--- config.mk ---
export PLATFORM = sky130hd
export DESIGN_NAME = gpu_frame_sequencer
export DESIGN_NICKNAME = d
export VERILOG_FILES = /design/src/rtl/gpu_frame_sequencer.sv
export SDC_FILE = /design/constraint.sdc
export NUM_CORES = 1
export LEC_CHECK = 0
export ABC_AREA = 1
export BUFFER_PORTS_ARGS = -buffer_cell sky130_fd_sc_hd__buf_2
export CAP_MARGIN = 20
export CORE_AREA = 4 4 248 250
export DETAILED_ROUTE_END_ITERATION = 10
export DIE_AREA = 0 0 252 254
export PLACE_DENSITY = 0.65
export SYNTH_ARGS = -nofsm -noshare
export SYNTH_HDL_FRONTEND = slang
export SYNTH_SLANG_ARGS = --single-unit
--- constraint.sdc ---
create_clock -name clock -period 21.4 [get_ports clock]
set_input_delay 4.28 -clock clock [delete_from_list [all_inputs] [get_ports clock]]
set_output_delay 4.28 -clock clock [all_outputs]
set_load 0.02 [all_outputs]
--- src/rtl/gpu_frame_sequencer.sv ---
// Frame-level scheduler for voxel_gpu: walks the frame strip by strip, issuing GPU CSR commands
// (strip setup, rasterize per voxel, shade per palette entry, write-out per pixel) and acking each GPU interrupt.
module gpu_frame_sequencer #(
  parameter int unsigned H_RESOLUTION = 320,
  parameter int unsigned V_RESOLUTION = 240,
  parameter int unsigned NUM_SHADERS  = 320,
  parameter int unsigned TIMEOUT      = 2**20
) (
  input  logic        clock,
  input  logic        reset,
  input  logic [2:0]  c_address,
  input  logic        c_read,
  input  logic        c_write,
  input  logic [31:0] c_writedata,
  output logic [31:0] c_readdata,
  output logic        irq,
  output logic [7:0]  g_address,
  output logic        g_write,
  output logic        g_read,
  output logic [31:0] g_writedata,
  input  logic [31:0] g_readdata,
  input  logic        g_irq,
  output logic [31:0] m_address,
  output logic        m_read,
  input  logic        m_waitrequest,
  input  logic [31:0] m_readdata,
  input  logic        m_readdatavalid
);

  localparam int unsigned COL_BITS  = $clog2(H_RESOLUTION);
  localparam int unsigned ROW_BITS  = $clog2(V_RESOLUTION);
  localparam int unsigned TOTAL_PIX = H_RESOLUTION * V_RESOLUTION;
  localparam int unsigned NSTRIPS   = (TOTAL_PIX + NUM_SHADERS - 1) / NUM_SHADERS;
  localparam int unsigned TMO_BITS  = $clog2(TIMEOUT + 1);

  localparam logic [7:0] GA_VOXEL  = 8'h00;
  localparam logic [7:0] GA_PAL    = 8'h01;
  localparam logic [7:0] GA_PIXEL  = 8'h02;
  localparam logic [7:0] GA_STRIP  = 8'h03;
  localparam logic [7:0] GA_STATUS = 8'h0f;

  typedef enum logic [3:0] {
    S_IDLE, S_STRIP, S_WAIT, S_ACK, S_VOX_FETCH, S_VOX_CMD, S_PAL_FETCH,
    S_PAL_CMD, S_PIX_CMD, S_NEXT, S_DONE, S_RECOVER
  } state_t;

  // Which command the current WAIT/ACK pair belongs to.
  typedef enum logic [1:0] {PH_STRIP, PH_VOX, PH_PAL, PH_PIX} phase_t;

  state_t state, state_n;
  phase_t phase;

  logic [31:0] vox_base, vox_count, pal_base, pal_count, fb_base;
  logic [31:0] strip_idx, start_pixel, item_idx, cur_pix, fetch_word;
  logic [COL_BITS-1:0] cur_col;
  logic [ROW_BITS-1:0] cur_row;
  logic [TMO_BITS-1:0] wait_cnt;
  logic fetch_issued, done_flag, error_flag;

  logic busy, ctrl_wr, start_req, abort_req, status_rd;
  logic set_done, set_error, in_fetch, fetch_done, ack_pass, same_phase;
  logic has_vox, has_pal, more_vox, more_pal, more_pix;
  logic [31:0] pix_addr;

  assign busy      = (state != S_IDLE);
  assign ctrl_wr   = c_write && (c_address == 3'd0);
  assign abort_req = ctrl_wr && c_writedata[1];
  assign start_req = ctrl_wr && c_writedata[0] && !c_writedata[1];
  assign status_rd = c_read && (c_address == 3'd1);

  assign has_vox  = (vox_count != 32'd0);
  assign has_pal  = (pal_count != 32'd0);
  assign more_vox = (item_idx + 32'd1) < vox_count;
  assign more_pal = (item_idx + 32'd1) < pal_count;
  assign more_pix = ((item_idx + 32'd1) < NUM_SHADERS) && ((cur_pix + 32'd1) < TOTAL_PIX);

  assign in_fetch   = (state == S_VOX_FETCH) || (state == S_PAL_FETCH);
  assign fetch_done = in_fetch && fetch_issued && m_readdatavalid;
  assign ack_pass   = (state == S_ACK) && (state_n != S_RECOVER);
  assign same_phase = ((phase == PH_VOX) && (state_n == S_VOX_FETCH)) ||
                      ((phase == PH_PAL) && (state_n == S_PAL_FETCH)) ||
                      ((phase == PH_PIX) && (state_n == S_PIX_CMD));

  assign pix_addr = fb_base | (32'(cur_row) << (COL_BITS + 1)) | (32'(cur_col) << 1);

  always_comb begin
    state_n     = state;
    g_address   = 8'h00;
    g_write     = 1'b0;
    g_read      = 1'b0;
    g_writedata = 32'd0;
    m_read      = 1'b0;
    m_address   = 32'd0;
    set_error   = 1'b0;
    case (state)
      S_IDLE: if (start_req) state_n = S_STRIP;
      S_STRIP: begin
        g_write     = 1'b1;
        g_address   = GA_STRIP;
        g_writedata = start_pixel;
        state_n     = S_WAIT;
      end
      S_WAIT: begin
        // The GPU status register may only be read once it has interrupted.
        if (g_irq) state_n = S_ACK;
        else if (wait_cnt == TMO_BITS'(TIMEOUT - 1)) state_n = S_RECOVER;
      end
      S_ACK: begin
        g_read    = 1'b1;
        g_address = GA_STATUS;
        if (g_readdata != 32'd0) state_n = S_RECOVER;
        else begin
          case (phase)
            PH_STRIP: state_n = has_vox ? S_VOX_FETCH : (has_pal ? S_PAL_FETCH : S_PIX_CMD);
            PH_VOX:   state_n = more_vox ? S_VOX_FETCH : (has_pal ? S_PAL_FETCH : S_PIX_CMD);
            PH_PAL:   state_n = more_pal ? S_PAL_FETCH : S_PIX_CMD;
            default:  state_n = more_pix ? S_PIX_CMD : S_NEXT;
          endcase
        end
      end
      S_VOX_FETCH: begin
        m_read    = !fetch_issued;
        m_address = vox_base + (item_idx << 2);
        if (fetch_done) state_n = S_VOX_CMD;
      end
      S_VOX_CMD: begin
        g_write     = 1'b1;
        g_address   = GA_VOXEL;
        g_writedata = fetch_word;
        state_n     = S_WAIT;
      end
      S_PAL_FETCH: begin
        m_read    = !fetch_issued;
        m_address = pal_base + (item_idx << 2);
        if (fetch_done) state_n = S_PAL_CMD;
      end
      S_PAL_CMD: begin
        g_write     = 1'b1;
        g_address   = GA_PAL;
        g_writedata = fetch_word;
        state_n     = S_WAIT;
      end
      S_PIX_CMD: begin
        g_write     = 1'b1;
        g_address   = GA_PIXEL;
        g_writedata = pix_addr;
        state_n     = S_WAIT;
      end
      S_NEXT: state_n = ((strip_idx + 32'd1) < NSTRIPS) ? S_STRIP : S_DONE;
      S_DONE: state_n = S_IDLE;
      S_RECOVER: begin
        g_write     = 1'b1;
        g_address   = GA_STATUS;
        g_writedata = 32'd1;
        set_error   = 1'b1;
        state_n     = S_IDLE;
      end
      default: state_n = S_IDLE;
    endcase
    if (abort_req && (state != S_IDLE) && (state != S_RECOVER)) state_n = S_RECOVER;
  end

  assign set_done = (state == S_DONE) && (state_n == S_IDLE);

  always_ff @(posedge clock or posedge reset) begin
    if (reset) begin
      state        <= S_IDLE;
      phase        <= PH_STRIP;
      strip_idx    <= 32'd0;
      start_pixel  <= 32'd0;
      item_idx     <= 32'd0;
      cur_pix      <= 32'd0;
      cur_col      <= '0;
      cur_row      <= '0;
      wait_cnt     <= '0;
      fetch_issued <= 1'b0;
      fetch_word   <= 32'd0;
    end else begin
      state <= state_n;
      if (state == S_WAIT) wait_cnt <= wait_cnt + TMO_BITS'(1);
      else wait_cnt <= '0;

      // A fetch request stays up until accepted; any state change drops the tracking.
      if (state_n != state) fetch_issued <= 1'b0;
      else if (in_fetch && !fetch_issued && !m_waitrequest) fetch_issued <= 1'b1;
      if (fetch_done) fetch_word <= m_readdata;

      case (state)
        S_STRIP:   phase <= PH_STRIP;
        S_VOX_CMD: phase <= PH_VOX;
        S_PAL_CMD: phase <= PH_PAL;
        S_PIX_CMD: phase <= PH_PIX;
        default:   ;
      endcase

      if ((state == S_IDLE) && (state_n == S_STRIP)) begin
        strip_idx   <= 32'd0;
        start_pixel <= 32'd0;
        cur_pix     <= 32'd0;
        cur_col     <= '0;
        cur_row     <= '0;
      end

      if (ack_pass) item_idx <= same_phase ? item_idx + 32'd1 : 32'd0;

      // Row/column follow the pixel index incrementally, including across strip boundaries.
      if (ack_pass && (phase == PH_PIX)) begin
        cur_pix <= cur_pix + 32'd1;
        if (cur_col == COL_BITS'(H_RESOLUTION - 1)) begin
          cur_col <= '0;
          cur_row <= cur_row + ROW_BITS'(1);
        end else begin
          cur_col <= cur_col + COL_BITS'(1);
        end
      end

      if ((state == S_NEXT) && (state_n == S_STRIP)) begin
        strip_idx   <= strip_idx + 32'd1;
        start_pixel <= start_pixel + NUM_SHADERS;
      end
    end
  end

  always_ff @(posedge clock or posedge reset) begin
    if (reset) begin
      vox_base   <= 32'd0;
      vox_count  <= 32'd0;
      pal_base   <= 32'd0;
      pal_count  <= 32'd0;
      fb_base    <= 32'd0;
      done_flag  <= 1'b0;
      error_flag <= 1'b0;
    end else begin
      if (c_write && !busy) begin
        case (c_address)
          3'd2: vox_base  <= c_writedata;
          3'd3: vox_count <= c_writedata;
          3'd4: pal_base  <= c_writedata;
          3'd5: pal_count <= c_writedata;
          3'd6: fb_base   <= c_writedata;
          default: ;
        endcase
      end
      // A flag raised in the same cycle as a STATUS read survives until the next read.
      if (set_done) done_flag <= 1'b1;
      else if (status_rd) done_flag <= 1'b0;
      if (set_error) error_flag <= 1'b1;
      else if (status_rd) error_flag <= 1'b0;
    end
  end

  always_comb begin
    c_readdata = 32'd0;
    case (c_address)
      3'd1: c_readdata = {29'd0, error_flag | set_error, done_flag | set_done, busy};
      3'd2: c_readdata = vox_base;
      3'd3: c_readdata = vox_count;
      3'd4: c_readdata = pal_base;
      3'd5: c_readdata = pal_count;
      3'd6: c_readdata = fb_base;
      3'd7: c_readdata = strip_idx;
      default: c_readdata = 32'd0;
    endcase
  end

  assign irq = done_flag | error_flag;

endmodule

==> flow_summary.toml, run 1 <==
[run_status]
status = "finished, final reports clean"

[floorplan]
die_area_sq_um = 64000
die_y_microns = 254
fp.dieW_microns = 252
ioPinCount = 214
initial_core_util_pct = 39.8
coreArea_sq_um = 59000
rows = 89

[sta]
slew_headroom_pct = 31.6
rsz0062_at_grt = "no"
finalSetupViolCount = 0
max_clock_freq_mhz = 86.8
hold_slack_ns = 0.458
worst_slew_pin_slew_ns = 1.02
hold_violations = 0
fin_crit_ns = 11.52
fin_crit_sh_pct = 53.8
tns_ns = 0
skew_ns = 0.0320
finalMaxSlewViolations = 0

[final_layout]
final_cells = 4287
drive_gt1_share_pct = 10.8
seqCellArea_sq_um = 9030
layout.nets = 3688
multiInputGateArea_sq_um = 12400
areaGrowthSynthToFinish_pct = 13.5
fill_cells = 6062

[detailed_routing]
drt_pass1_iterations = 6
drtIter0Drc = 2698
ant_nets = 0
via_per_inst = 5.44
vias = 23300
drc = 0
wl_per_cell_microns = 19.4
routed_wl_microns = 83200

[logic_synthesis]
synth_ff_type = "dfrtp_1"
async_flop_share_pct = 100
synth_area_sq_um = 23500
synth-seq-cells = 361
yosysWarnings = 0
ys_types = 48
synth_edf_count = 0
syn_inst = 3321
ys_seq_area_share_pct = 38.4
avgSynthCellArea_sq_um = 7.08

[global_routing]
grt_pass1_wl_microns = 127000
grt_use_total_pct = 25.2
gr-total-overflow = 0
grt_max_degree = 100
grt_pass1_vias = 21400
antenna_found_initial = 3

[power]
power.density_nw_per_um2 = 103
leakage_nw = 13.5
irDropWorstVdd_uv = 53.9

[worst_setup_path]
cpMostUsedCell = "nand2_1"
critPathLaunchType = "primary input"
path_buf_inv = 3
cp_data_arrival_time_ns = 7.24
max_stage_delay_ns = 0.78
reg2reg_slack_ns = 15.50
crit_fanout = 36
required_ns = 17.12
worstSetupPathType = "primary input to output port"
end_kind = "output port"
slowest_stage = "nor2_4"
cp_cell_sequence = "buf_2, nor2_1, nand2_1, nor2_1, nand2_1, nor2_1, inv_1, nor2_1, nand2_1, nand3b_1, nand2_1, nand4_4, nor2_4, nand2_1, nand2_1, nand2_1, nand2_1, buf_2"
cp_top_family = "simple AND/OR/NAND/NOR gates"

[placed_design]
port-buffer-count = 209
place_congestion = 0.972
dp.cells = 4209
hpwl_microns = 62100

[clocking]
clkSinkCount = 361
cts-buffers-inserted = 41
h-tree-depth = 2
worstSkewPairLatency_ns = 0.59
ctsResizeCount = 0
path_clk_slew_ns = 0.06
clockBufferDepth = 3
cts_tree = "built"
cts_setup_buffers = 0
clk_root_buffer_cell = "clkbuf_16"
holdBufCountCts = 0

[worst_hold_path]
worstHoldPathType = "register to register"

[job]
cap_violations = 0
## metrics by stage
| step | power [mW] | setup WS (ns) | instance area (sq um) | util, % |
|---|---|---|---|---|
| after global placement | 1.97 | 9.91 | 25200 | 42.8 |
| after detailed placement | 1.99 | 9.87 | 25200 | 42.8 |
| after floorplan | 1.61 | 7.10 | 23500 | - |
| after CTS | 2.72 | 9.86 | 26600 | 45.1 |
| final | 2.74 | 9.88 | 26700 | 45.2 |
| after global routing | 2.89 | 9.59 | 26700 | 45.2 |
## power breakdown
group | total, mW | switching [mW] | internal [mW] | leakage, nW
Combinational | 0.943 | 0.672 | 0.271 | 7.98
Clock | 0.728 | 0.304 | 0.424 | 0.674
Sequential | 1.07 | 0.202 | 0.865 | 4.84
## worst register-to-register path, stage by stage, from the launching register on
cell and delay (ns):
dfrtp_1 0.59, ha_1 0.28, nand3_2 0.13, nor2_1 0.28, nand2_1 0.22, inv_1 0.14, nand3_1 0.09, nand2_1 0.17
inv_1 0.13, ha_1 0.30, nand2_1 0.06, inv_1 0.05, o21ai_0 0.08, a21oi_1 0.08, or2_2 0.27, a21oi_1 0.20
nand2_1 0.08, nand2_1 0.07, nand3b_1 0.08, nand2_1 0.10, nand4_4 0.14, nor2_4 0.78, nand2_2 0.44, inv_2 0.75
o21ai_0 0.21
## layout by cell type (no fill, tap or decap), drive strengths merged, types with 2 or more instances in the layout
cell    synthesis  final
nand2         929    929
inv           422    423
dfrtp         361    361
nor2          338    338
o21ai         318    318
buf            36    238
nand3         190    190
nand4         116    116
a21oi         114    114
ha             98     98
clkbuf         86     58
xor2           52     52
nor3           45     45
mux2           32     32
o22ai          26     26
o211ai         25     25
a221oi         20     20
a22oi          18     18
xnor2          14     14
nor4           13     13
o221ai         13     13
clkinv          4     13
nand3b          9      9
o21a            8      8
a31oi           7      7
o21bai          6      6
a21o            4      4
or2             4      4
conb            1      4
bufinv          0      3
diode           0      2
nor3b           2      2
a211oi          2      2
## cells in the mapped netlist, types with 26 or more instances
library cell	count	area [sq um]
dfrtp_1	361	9030
o21ai_0	307	1540
nand3_1	186	931
inv_1	418	1570
a21oi_1	114	571
nor3_1	45	225
mux2_2	32	360
ha_1	98	1230
o22ai_1	26	163
xor2_1	52	455
nand4_1	114	713
nor2_1	328	1230
nand2_1	922	3460
clkbuf_1	86	323
## registers in the layout, indices dropped and copies added (netlist names), 2 cells and up
name	cells
vox_count	32
fetch_word	32
pal_base	32
wait_cnt	21
strip_idx	32
state	4
item_idx	32
fb_base	32
cur_col	9
pal_count	32
cur_row	8
cur_pix	32
phase	2
vox_base	32
start_pixel	26
## final cells by class
cell class | instances | share of cell area (%)
Multi-Input combinational cell | 2415 | 46.5
Sequential cell | 361 | 33.8
Inverter | 426 | 6.02
Timing Repair Buffer | 238 | 4.92
Clock buffer | 58 | 4.46
Tap cell | 773 | 3.62
Clock inverter | 14 | 0.652
Antenna cell | 2 | 0.0188
## layer usage
| layer | wire (microns) | vias to the layer above | GRT usage [%] |
|---|---|---|---|
| li1 | - | 11200 | - |
| met1 | 36100 | 10900 | 35.6 |
| met2 | 35700 | 998 | 38.2 |
| met3 | 7580 | 156 | 5.04 |
| met4 | 3850 | 2 | 10.2 |
| met5 | 13 | - | 0 |
## cells by family (layout without fill, tap and decap cells)
| family | after synthesis | in the layout | synth area share (%) |
|---|---|---|---|
| muxes | 32 | 32 | 1.53 |
| DFF | 361 | 361 | 38.4 |
| and+or+nand+nor | 1647 | 1647 | 29.7 |
| xor gates and xnor gates | 66 | 66 | 2.46 |
| buffers and inverters | 548 | 736 | 9.07 |
| other | 1 | 6 | 0.0160 |
| adders and majority gates | 99 | 99 | 5.30 |
| AOI/OAI and AO/OA | 567 | 567 | 13.5 |
## path summary, 6_finish.rpt
check / endpoint / startpoint / cells after the start
hold reg to reg: wait_cnt[0] / wait_cnt[0] / 1
max in group asynchronous: cur_pix[1] / reset / 4
min in group asynchronous: strip_idx[28] / reset / 2
setup / recovery: c_readdata[1] / g_readdata[31] / 18
hold / removal: wait_cnt[0] / wait_cnt[0] / 1
setup reg to reg: strip_idx[7] / item_idx[0] / 24
Power figures use the tool's default switching activity.
==> inputs of run 2 (changes only) <==
--- a/config.mk
+++ b/config.mk
@@ -5,12 +5,12 @@
 export SDC_FILE = /design/constraint.sdc
 export NUM_CORES = 1
 export LEC_CHECK = 0
-export ABC_AREA = 1
+export ABC_AREA = 0
 export BUFFER_PORTS_ARGS = -buffer_cell sky130_fd_sc_hd__buf_2
 export CAP_MARGIN = 20
-export CORE_AREA = 4 4 248 250
+export CORE_AREA = 4 4 244 246
 export DETAILED_ROUTE_END_ITERATION = 10
-export DIE_AREA = 0 0 252 254
+export DIE_AREA = 0 0 248 250
 export PLACE_DENSITY = 0.65
 export SYNTH_ARGS = -nofsm -noshare
 export SYNTH_HDL_FRONTEND = slang
==> constraint.sdc (replaced) <==
create_clock -name clock -period 11.31 [get_ports clock]
set_input_delay 2.262 -clock clock [delete_from_list [all_inputs] [get_ports clock]]
set_output_delay 2.262 -clock clock [all_outputs]
set_load 0.02 [all_outputs]
==> run 2 against run 1 <==
Sequential share of layout area increased by 1.2 points. Count of clock-buffer cells in the layout rose by 4. Via count down 11%. Clock power is 85% higher. Critical path type is now register to output port.
==> flow_summary.toml, run 2 <==
[global_routing]
grt_pass1_vias = 20500
antenna_found_initial = 3
grt_pass1_wl_microns = 123000
grt_use_total_pct = 25.3
gr-total-overflow = 0
grt_max_degree = 168

[sta]
fin_crit_ns = 7.66
finalMaxSlewViolations = 0
rsz0062_at_grt = "no"
worst_slew_pin_slew_ns = 1.06
max_clock_freq_mhz = 131
skew_ns = 0.0376
finalSetupViolCount = 0
slew_headroom_pct = 29.1
fin_ws_ns = 3.65
hold_violations = 0
tns_ns = 0
fin_crit_sh_pct = 67.7

[logic_synthesis]
syn_inst = 2454
ys_types = 89
yosysWarnings = 0
synth_ff_type = "dfrtp_1"
async_flop_share_pct = 100
synth_edf_count = 0
synth_area_sq_um = 22700
synth_area_leaders = "dfrtp_1, mux2_2, ha_1"
yosys.cell_count.top_type = "dfrtp_1"
synth-seq-cells = 361
ys_top_cells_by_count = "dfrtp_1, nand2_1, mux2_2"
synth_top_area_cell = "dfrtp_1"
ys_seq_area_share_pct = 39.8
avgSynthCellArea_sq_um = 9.25
synth_top_area_share_pct = 39.8

[detailed_routing]
via_per_inst = 6.07
routed_wl_microns = 79700
drtIter0Drc = 2136
drc = 0
ant_nets = 0
vias = 20700
wl_per_cell_microns = 23.4
drt_pass1_iterations = 6

[worst_hold_path]
worstHoldPathType = "register to register"

[floorplan]
rows = 88
initial_core_util_pct = 39.6
coreArea_sq_um = 57400
fp.dieW_microns = 248
die_area_sq_um = 62000
ioPinCount = 214
die_y_microns = 250

[worst_setup_path]
worstSetupPathType = "register to output port"
end_kind = "output port"
required_ns = 9.05
critPathLaunchType = "register"
crit_fanout = 30
cp_data_arrival_time_ns = 5.40

[clocking]
h-tree-depth = 2
cts_setup_buffers = 0
clockBufferDepth = 3
ctsResizeCount = 0
holdBufCountCts = 0
path_clk_slew_ns = 0.06
clkSinkCount = 361
clk_root_buffer_cell = "clkbuf_16"
worstSkewPairLatency_ns = 0.59
cts_tree = "built"
cts-buffers-inserted = 42

[placed_design]
port-buffer-count = 209
place_congestion = 0.932
pre_cts_ws_ns = 3.83
dp.cells = 3326
hpwl_microns = 58700

[final_layout]
areaGrowthSynthToFinish_pct = 13.5
final_cells = 3403
drive_gt1_share_pct = 20.5
fin_util_pct = 44.9
final_common_cell = "dfrtp_1"
layout.nets = 2812
fill_cells = 5503
layout_common_cells = "dfrtp_1, nand2_1, buf_2"

[job]
cap_violations = 0

[power]
leakage_nw = 12.0
power.density_nw_per_um2 = 201
irDropWorstVdd_uv = 146

[run_status]
status = "finished, final reports clean"
-- run 2: cells by family after synthesis --
kind of cell	share of synthesized area, %
xor gates and xnor gates	3.09
and+or+nand+nor	19.6
AOI/OAI and AO/OA	16.9
adders and majority gates	5.49
DFF	39.8
muxes	10.4
buffers and inverters	4.80
other	0.0165
-- run 2: per-stage QoR --
| step | power (mW) | hold slack, ns | cell area [sq um] |
|---|---|---|---|
| 6_report | 5.17 | 0.478 | 25800 |
| 5_1_grt | 5.44 | 0.499 | 25800 |
| 4_1_cts | 5.17 | 0.479 | 25700 |
| 3_5_place_dp | 3.80 | 0.464 | 24400 |
| 3_3_place_gp | 3.74 | 0.457 | 24400 |
| 2_1_floorplan | 3.13 | 0.445 | 22700 |
-- run 2: where the power goes --
group	leakage [nW]	internal (mW)	switching [mW]
Clock	0.659	0.784	0.568
Combinational	6.57	0.692	1.00
Sequential	4.77	1.64	0.488
Total	12.0	3.12	2.06
-- run 2: worst paths after layout --
path / start / slack (ns) / endpoint / cells past startpoint
max: state[1] / 3.65 / m_address[24] / 20
min: fetch_word[26] / 0.48 / fetch_word[26] / 2
max reg2reg: item_idx[6] / 4.65 / cur_pix[22] / 17
min reg2reg: fetch_word[26] / 0.48 / fetch_word[26] / 2
max in group asynchronous: reset / 7.87 / vox_base[11] / 4
min in group asynchronous: reset / 1.95 / fetch_word[13] / 3
-- run 2: per-layer routing --
layer	track usage (%)	up-vias	share of wire (%)
met5	0	-	0.016
met4	11.6	2	5.0
met3	4.05	181	7.7
met2	39.3	903	45
met1	34.7	10300	42
li1	-	9303	-
-- run 2: final cells by class --
type	count	area [sq um]	area share, %
multi-input cells	1828	12600	49.0
flip-flops and latches	361	9030	35.0
repair buffers	239	1310	5.07
clock buffers	62	1250	4.84
well taps	765	957	3.71
inverters	135	510	1.98
clock inverters	11	88.8	0.345
diodes	2	5.00	0.0194
-- run 2: critical path, stage by stage (launching register included) --
cell	delay, ns
dfrtp_1	0.62
inv_1	0.21
nor3_2	0.19
buf_4	0.48
mux2_2	0.27
ha_1	0.16
inv_1	0.05
fa_1	0.36
nor2b_1	0.17
o21a_1	0.15
o21ai_0	0.12
a21oi_1	0.23
o211ai_1	0.18
a2111oi_0	0.41
dlymetal6s2s_1	0.25
nor3_1	0.10
o21ai_0	0.31
a31oi_1	0.15
xor2_1	0.16
nor2_1	0.09
buf_2	0.17
